## config.mk

```make
export PLATFORM = sky130hd
export DESIGN_NAME = my_adder_4bit
export DESIGN_NICKNAME = d
export VERILOG_FILES = /design/src/rtl/my_adder_pkg.sv /design/src/rtl/my_full_adder.sv /design/src/rtl/my_adder_4bit.sv
export SDC_FILE = /design/constraint.sdc
export NUM_CORES = 1
export LEC_CHECK = 0
export ABC_AREA = 1
export ABC_CLOCK_PERIOD_IN_PS = 800
export BUFFER_PORTS_ARGS = -buffer_cell sky130_fd_sc_hd__buf_4
export CORE_AREA = 3 3 40 42
export DETAILED_ROUTE_END_ITERATION = 7
export DIE_AREA = 0 0 43 45
export PLACE_DENSITY = 0.48
export SLEW_MARGIN = 10
export SYNTH_ARGS = -nofsm -noshare
export SYNTH_HDL_FRONTEND = slang
export SYNTH_SLANG_ARGS = --single-unit
```

## constraint.sdc

```tcl
create_clock -name clk_i -period 0.8 [get_ports clk_i]
set_input_delay 0 -clock clk_i [delete_from_list [all_inputs] [get_ports clk_i]]
set_output_delay 0 -clock clk_i [all_outputs]
set_load 0.05 [all_outputs]
```

## src/rtl/my_adder_pkg.sv

```systemverilog
`default_nettype none
// +----------------------------------------------------------------------------+
// | Module   : my_adder_pkg                                                    |
// | Brief    : Shared width default and word type for the registered adder.    |
// | Revision : 1.0                                                             |
// +----------------------------------------------------------------------------+
package my_adder_pkg;

    localparam int unsigned MY_ADDER_WIDTH_DEFAULT = 4;

    typedef logic [MY_ADDER_WIDTH_DEFAULT-1:0] my_adder_word_t;

endpackage : my_adder_pkg
`default_nettype wire

```

## src/rtl/my_full_adder.sv

```systemverilog
`default_nettype none
// +----------------------------------------------------------------------------+
// | Module   : my_full_adder                                                   |
// | Brief    : One-bit combinational full adder, the ripple-chain cell.        |
// | Revision : 1.0                                                             |
// +----------------------------------------------------------------------------+
module my_full_adder
    import my_adder_pkg::*;
(
    input  logic a_i,
    input  logic b_i,
    input  logic carry_i,
    output logic sum_o,
    output logic carry_o
);

    logic w_half;

    assign w_half  = a_i ^ b_i;
    assign sum_o   = w_half ^ carry_i;
    assign carry_o = (a_i & b_i) | (carry_i & w_half);

endmodule : my_full_adder
`default_nettype wire

```

## src/rtl/my_adder_4bit.sv

```systemverilog
`default_nettype none
// +----------------------------------------------------------------------------+
// | Module   : my_adder_4bit                                                   |
// | Brief    : Registered ripple-carry adder, sum = (a + b + cin) mod 2**WIDTH.|
// |            Define MY_ADDER_CARRY_OUT_EN to expose the registered carry_o.  |
// | Revision : 1.0                                                             |
// +----------------------------------------------------------------------------+
module my_adder_4bit
    import my_adder_pkg::*;
#(
    parameter int unsigned WIDTH = MY_ADDER_WIDTH_DEFAULT
) (
    input  logic             clk_i,
    input  logic             rst_ni,
    input  logic [WIDTH-1:0] a_i,
    input  logic [WIDTH-1:0] b_i,
    input  logic             carry_i,
    output logic [WIDTH-1:0] sum_o
`ifdef MY_ADDER_CARRY_OUT_EN
    ,
    output logic             carry_o
`endif
);

    if (WIDTH < 1 || WIDTH > 32) begin : g_width_check
        $error("my_adder_4bit: WIDTH must be within 1..32");
    end

    // w_carry[i] is the carry into bit i; w_carry[WIDTH] is the carry-out.
    logic [WIDTH:0]   w_carry;
    logic [WIDTH-1:0] w_sum;
    logic [WIDTH-1:0] r_sum;

    assign w_carry[0] = carry_i;

    for (genvar i = 0; i < WIDTH; i++) begin : g_ripple
        my_full_adder u_fa (
            .a_i     (a_i[i]),
            .b_i     (b_i[i]),
            .carry_i (w_carry[i]),
            .sum_o   (w_sum[i]),
            .carry_o (w_carry[i+1])
        );
    end

`ifdef MY_ADDER_CARRY_OUT_EN
    logic r_carry;

    always_ff @(posedge clk_i or negedge rst_ni) begin
        if (!rst_ni) begin
            r_sum   <= '0;
            r_carry <= 1'b0;
        end else begin
            r_sum   <= w_sum;
            r_carry <= w_carry[WIDTH];
        end
    end

    assign carry_o = r_carry;
`else
    // Without the carry port the top carry is intentionally dropped.
    logic w_unused_carry;
    assign w_unused_carry = w_carry[WIDTH];

    always_ff @(posedge clk_i or negedge rst_ni) begin
        if (!rst_ni) begin
            r_sum <= '0;
        end else begin
            r_sum <= w_sum;
        end
    end
`endif

    assign sum_o = r_sum;

endmodule : my_adder_4bit
`default_nettype wire

```

==> results of run 1 <==
==> per-layer routing <==
layer,wire (µm),track usage
met4,0,0.0723
met1,158,0.0543
met2,187,0.0868
met3,62,0.0478
met5,0,0
==> synthesized netlist by cell type, drive strengths merged <==
master	n
inv	8
nand2	5
nand3	1
fa	3
dfrtp	4
==> worst paths after layout <==
check,from,to,slack [ns],cells after the start
max,b_i[0],sum_o[2],-0.25,6
min in group asynchronous,rst_ni,sum_o[1],0.10,2
min,b_i[1],sum_o[1],0.07,2
max in group asynchronous,rst_ni,sum_o[2],0.59,2
==> what timing repair did <==
action                                  4_1_cts  5_1_grt
hold buffers                                  1        0
endpoints found under the setup margin        3        5
gates resized for setup                       4        4
pin swaps                                     5        2
endpoints found under the hold margin         4        0
==> cell usage in the layout, fill, tap and decap left out <==
cell           netlist  final
clkbuf_4             0      3
dfrtp_1              4      4
inv_2                0      2
nand2_2              1      1
buf_6                0      5
fa_2                 0      3
inv_8                0      1
buf_4                0      9
inv_4                0      2
inv_1                8      3
nand3_2              0      1
dlygate4sd3_1        0      1
nand2_1              4      4
==> per-stage QoR <==
stage	utilization	hold slack, ns
2_1_floorplan	-	-0.296
3_3_place_gp	0.278	-0.202
3_5_place_dp	0.278	-0.201
4_1_cts	0.315	0.0635
5_1_grt	0.324	0.0698
6_report	0.324	0.0694
==> power by group through the flow <==
stage	registers (µW)	logic [µW]	clock network [µW]
final	248	309	242
after global routing	250	337	295
after CTS	245	300	257
after detailed placement	247	289	0
after global placement	248	287	0
after floorplan	367	52.2	0
==> critical path: cells and delay by family <==
kind	cells	cell delay (ns)
fa+ha+maj	3	1.04
buf+inv	3	0.17
==> final cells by class <==
class / count / area (µm²) / share of cell area
clock buffer: 3 / 22.5 / 0.0541
inverter: 8 / 42.5 / 0.102
multi-input combinational: 9 / 98.8 / 0.237
sequential: 4 / 100 / 0.240
tap: 15 / 18.8 / 0.0450
timing repair buffer: 15 / 134 / 0.321
==> logic make-up (layout without fill, tap and decap cells) <==
family                     Yosys count  count (layout)  synth area share
buffers and inverters                8              26             0.139
DFF                                  4               4             0.462
and+or+nand+nor                      6               6             0.121
adders and majority gates            3               3             0.277
==> key figures, run 1 <==
Synth
  • Unique masters post-synth: 6
  • Synth Area per Inst: ~10 µm²
  • Synth Instances: 21
  • Yosys reg bits: 4
  • Post-synth top area share: 0.462
  • Ranking of synthesized cells by area: dfrtp_1, fa_1, inv_1
  • Synthesized cell area: roughly 220 µm²
  • Cell type with the highest aggregate area in the netlist: dfrtp_1
  • Mapped Nets: 35
  • Sequential cell area fraction in the yosys report: 0.462
  • YS warnings: 0

Routing
  • Detailed Routing Iterations Pass 1: 1
  • Antenna Nets Post-Route: 0
  • Drc violations: 0
  • WL per Instance: 7.54 µm
  • DR iter-0 viols: 0
  • Post-DR vias/cell: 3.41
  • Vias: between 150 and 200
  • Final wirelength: a little over 400 µm

Global route
  • Initial antenna violation count: 0
  • First-pass GRT wire length: about 780 µm
  • Total gr overflow: 0
  • Vias in the first global route: a little under 200
  • Largest net degree at the start of global routing: 5
  • GRT Total Usage: 0.0630

Final layout
  • Fillcell total: 133
  • Nets: 55
  • Diode count: 0
  • Area growth syn-to-layout: 92.5%
  • Final Instance Area: 417 µm²
  • Layout cells sized above 1: 0.692
  • Max FFs per register: 4
  • Finished Layout Cells: 54

Clock network
  • Clk slew on worst S/H paths: 0.04 ns
  • Number of H-tree levels: 1
  • Clock Path Buffers: 2
  • TritonCTS buffer count: 3
  • Clk root buf: clkbuf_4
  • Post-CTS Setup Repair Bufs: 0
  • CTS tree: done
  • CTS sink cnt: 4

Pwr
  • Combinational Power Share: 0.387
  • Sequential power share: 0.310
  • Switching share of power: 0.341
  • Maximum vdd drop: 0.000499 V
  • NetSw: 273 µW
  • Clock power frac: 0.303
  • Tot Pwr: 799 µW
  • PwrDens: between 1500 and 2000 nW/µm²
  • Pint: between 500 and 600 µW
  • Lkg Pwr: between 0.0002 and 0.00025 µW

Flow run
  • Max Cap Viol: 0

Placed design
  • Number of port buffers: 14
  • DP Worst Slack: -0.557 ns
  • Placed cell area: approximately 360 µm²
  • HPWL Detailed: between 300 and 400 µm
  • GP Congestion: between 0.5 and 0.6
  • Placed cell count: 50

Worst setup path
  • CP startpoint kind: input port
  • Most used cell, CP: fa_2
  • Crit path max fanout: 1
  • Crit Path Category: in -> reg
  • WP data arrival: approximately 1.2 ns
  • Crit-path max cell delay: between 0.5 and 0.6 ns
  • Slowest-stage cell, CP: fa_2
  • Endpoint class of the critical path: flip-flop
  • Crit path cell chain: buf_6 > inv_4 > fa_2 > inv_2 > fa_2 > fa_2
  • Required @ worst endpoint: roughly 0.96 ns

STA
  • Max Slew Vio Count: 0
  • Slew HR: 0.903
  • Setup Viol. Count Final: 3
  • Final TNS setup: -0.525 ns
  • F_max: 0.953 GHz
  • Final WS setup: -0.249 ns
  • Final Cycle Share: 1.31
  • Worst Max-Slew Pin Slew: about 0.15 ns
  • Minimum clock period: between 1 and 1.5 ns
  • Final Hold Violating Endpoints: 0
  • RSZ-0062 raised after global routing: yes

Floorplanning
  • Die ar.: a little under 2000 µm²
  • Core area: roughly 1300 µm²
  • Die Wd: 43 µm
  • # IOs: 15
  • Row count: 13
  • Die height: about 45 µm
  • Initial Utilization: 0.168

Worst hold path
  • Hold Crit Class: in -> reg

Status
  • Status: finished with violations
  • Failing checks: setup timing
Note: power is estimated with default switching activity, not from simulation.
==> inputs of run 2 (changes only) <==
==> constraint.sdc (replaced) <==
create_clock -name clk_i -period 0.8 [get_ports clk_i]
set_input_delay 0 -clock clk_i [delete_from_list [all_inputs] [get_ports clk_i]]
set_output_delay 0 -clock clk_i [all_outputs]
set_load 0.01 [all_outputs]
==> run 2 against run 1 <==
The flow still finishes with violations (setup timing). Clock-buffer cell count did not move. First-iteration DRC count stayed put. Sequential share of layout area grew 0.44 points. Via count did not move. Flip-flop and latch count is the same. Combinational power decreased by 38%. Power down 15%. Critical path type unchanged. Largest cell class unchanged.
==> key figures, run 2 (synthesis results as in run 1) <==
Worst setup path
  • Crit path cell chain: buf_6 > inv_4 > fa_2 > inv_2 > fa_2 > fa_2
  • WP data arrival: 1.21 ns
  • Endpoint class of the critical path: flip-flop
  • Crit-path leading delay family: adder cells
  • Slowest-stage cell, CP: fa_2
  • Most used cell, CP: fa_2
  • CP startpoint kind: input port
  • Crit Path Category: in -> reg
  • Buf/Inv on CP: 3
  • Crit path max fanout: 1
  • Crit-path max cell delay: 0.52 ns
  • Required @ worst endpoint: ~0.96 ns

Final layout
  • Diode count: 0
  • Max FFs per register: 4
  • Fillcell total: 133
  • Commonest non-fill, non-tap cell in the layout: buf_4
  • Nets: between 50 and 60
  • Area growth syn-to-layout: 89.0%
  • Most frequent cells in the layout: buf_4, nand2_1, dfrtp_1
  • Final Instance Area: slightly above 400 µm²
  • Layout cells sized above 1: 0.692

Pwr
  • PwrDens: about 1700 nW/µm²
  • Switching share of power: 0.245
  • Lkg Pwr: around 0.00021 µW
  • Clock power frac: 0.356
  • Maximum vdd drop: about 0.00045 V
  • Tot Pwr: just under 700 µW
  • Pint: just over 500 µW
  • NetSw: between 150 and 200 µW
  • Combinational Power Share: 0.284
  • Sequential power share: 0.359

Worst hold path
  • Hold Crit Class: in -> reg
  • Hold path endpoint: sum_o[1]
  • Worst Hold Depth: 2
  • Hold_sp: b_i[1]

STA
  • Setup Viol. Count Final: 3
  • Max Slew Vio Count: 0
  • Slew HR: 0.941
  • Minimum clock period: roughly 1.0 ns
  • Final WS setup: -0.249 ns
  • RSZ-0062 raised after global routing: yes
  • Final Hold Violating Endpoints: 0
  • Final Cycle Share: 1.31
  • F_max: around 0.95 GHz
  • Worst Max-Slew Pin Slew: ~0.088 ns

Floorplanning
  • Die Wd: between 40 and 50 µm
  • Initial Utilization: 0.168
  • # IOs: 15
  • Die ar.: slightly below 2000 µm²
  • Row count: 13
  • Die height: ~45 µm
  • Core area: about 1300 µm²

Global route
  • Total gr overflow: 0
  • Largest net degree at the start of global routing: 5
  • Initial antenna violation count: 0
  • First-pass GRT wire length: 779 µm
  • GRT Total Usage: 0.0630
  • Vias in the first global route: ~200

Clock network
  • Clk slew on worst S/H paths: 0.04 ns
  • Clk root buf: clkbuf_4
  • CTS tree: done
  • TritonCTS buffer count: 3
  • Clock Path Buffers: 2
  • Number of H-tree levels: 1
  • CTS sink cnt: 4

Placed design
  • Number of port buffers: 14
  • Placed cell area: 358 µm²
  • GP Congestion: a little under 0.6
  • HPWL Detailed: about 350 µm
  • DP Worst Slack: -0.557 ns

Routing
  • Detailed Routing Iterations Pass 1: 1
  • Post-DR vias/cell: around 3.4
  • Vias: about 180
  • Drc violations: 0
  • DR iter-0 viols: 0
  • Final wirelength: roughly 400 µm
  • WL per Instance: around 7.6 µm
  • Antenna Nets Post-Route: 0

Flow run
  • Max Cap Viol: 0

Status
  • Failing checks: setup timing
  • Status: finished with violations
[run 2: cell counts in the layout (fill, tap and decap cells not counted)]
No cell type changed its count.
[run 2: what timing repair did]
item,CTS,global route
pin swaps,5,2
gates resized for setup,4,2
hold endpoints to repair,4,0
buffers inserted,0,0
hold buffers,1,0
endpoints found under the setup margin,3,3
[run 2: how the worst max path moves through the flow]
stage | end | cells past startpoint | slack, ns | startpoint
after global routing | sum_o[3] | 9 | -0.29 | b_i[0]
after floorplan | sum_o[2] | 5 | -0.37 | a_i[0]
after CTS | sum_o[3] | 9 | -0.27 | b_i[0]
after detailed placement | sum_o[3] | 9 | -0.56 | a_i[0]
final | sum_o[2] | 6 | -0.25 | b_i[0]
after global placement | sum_o[3] | 9 | -0.55 | a_i[0]
[run 2: per-stage QoR]
step                       util  setup TNS, ns  instances  hold WS, ns
after floorplan               -         -0.925         21       -0.296
after global placement    0.278          -1.45         50       -0.202
after detailed placement  0.278          -1.46         50       -0.201
after CTS                 0.315         -0.557         54       0.0635
after global routing      0.318         -0.579         54       0.0698
final                     0.318         -0.525         54       0.0694
[run 2: cell type report]
| cell class | count | area [µm²] | share of cell area |
|---|---|---|---|
| clock buffer | 3 | 22.5 | 0.0550 |
| sequential | 4 | 100 | 0.245 |
| inverter | 8 | 42.5 | 0.104 |
| multi-input combinational | 9 | 98.8 | 0.242 |
| tap | 15 | 18.8 | 0.0459 |
| timing repair buffer | 15 | 126 | 0.309 |
[run 2: power by group through the flow]
stage               sequential [µW]  clock [µW]  combinational, µW
floorplan                       266           0               52.2
global placement                248           0                181
detailed placement              247           0                183
CTS                             245         257                194
global route                    247         295                221
finish                          244         242                193
[run 2: layer usage]
layer	up-vias	routed length, µm	track usage
met5	-	0	0
met4	0	0	0.0723
met3	0	63	0.0478
met2	11	185	0.0868
met1	80	159	0.0543
li1	93	-	-
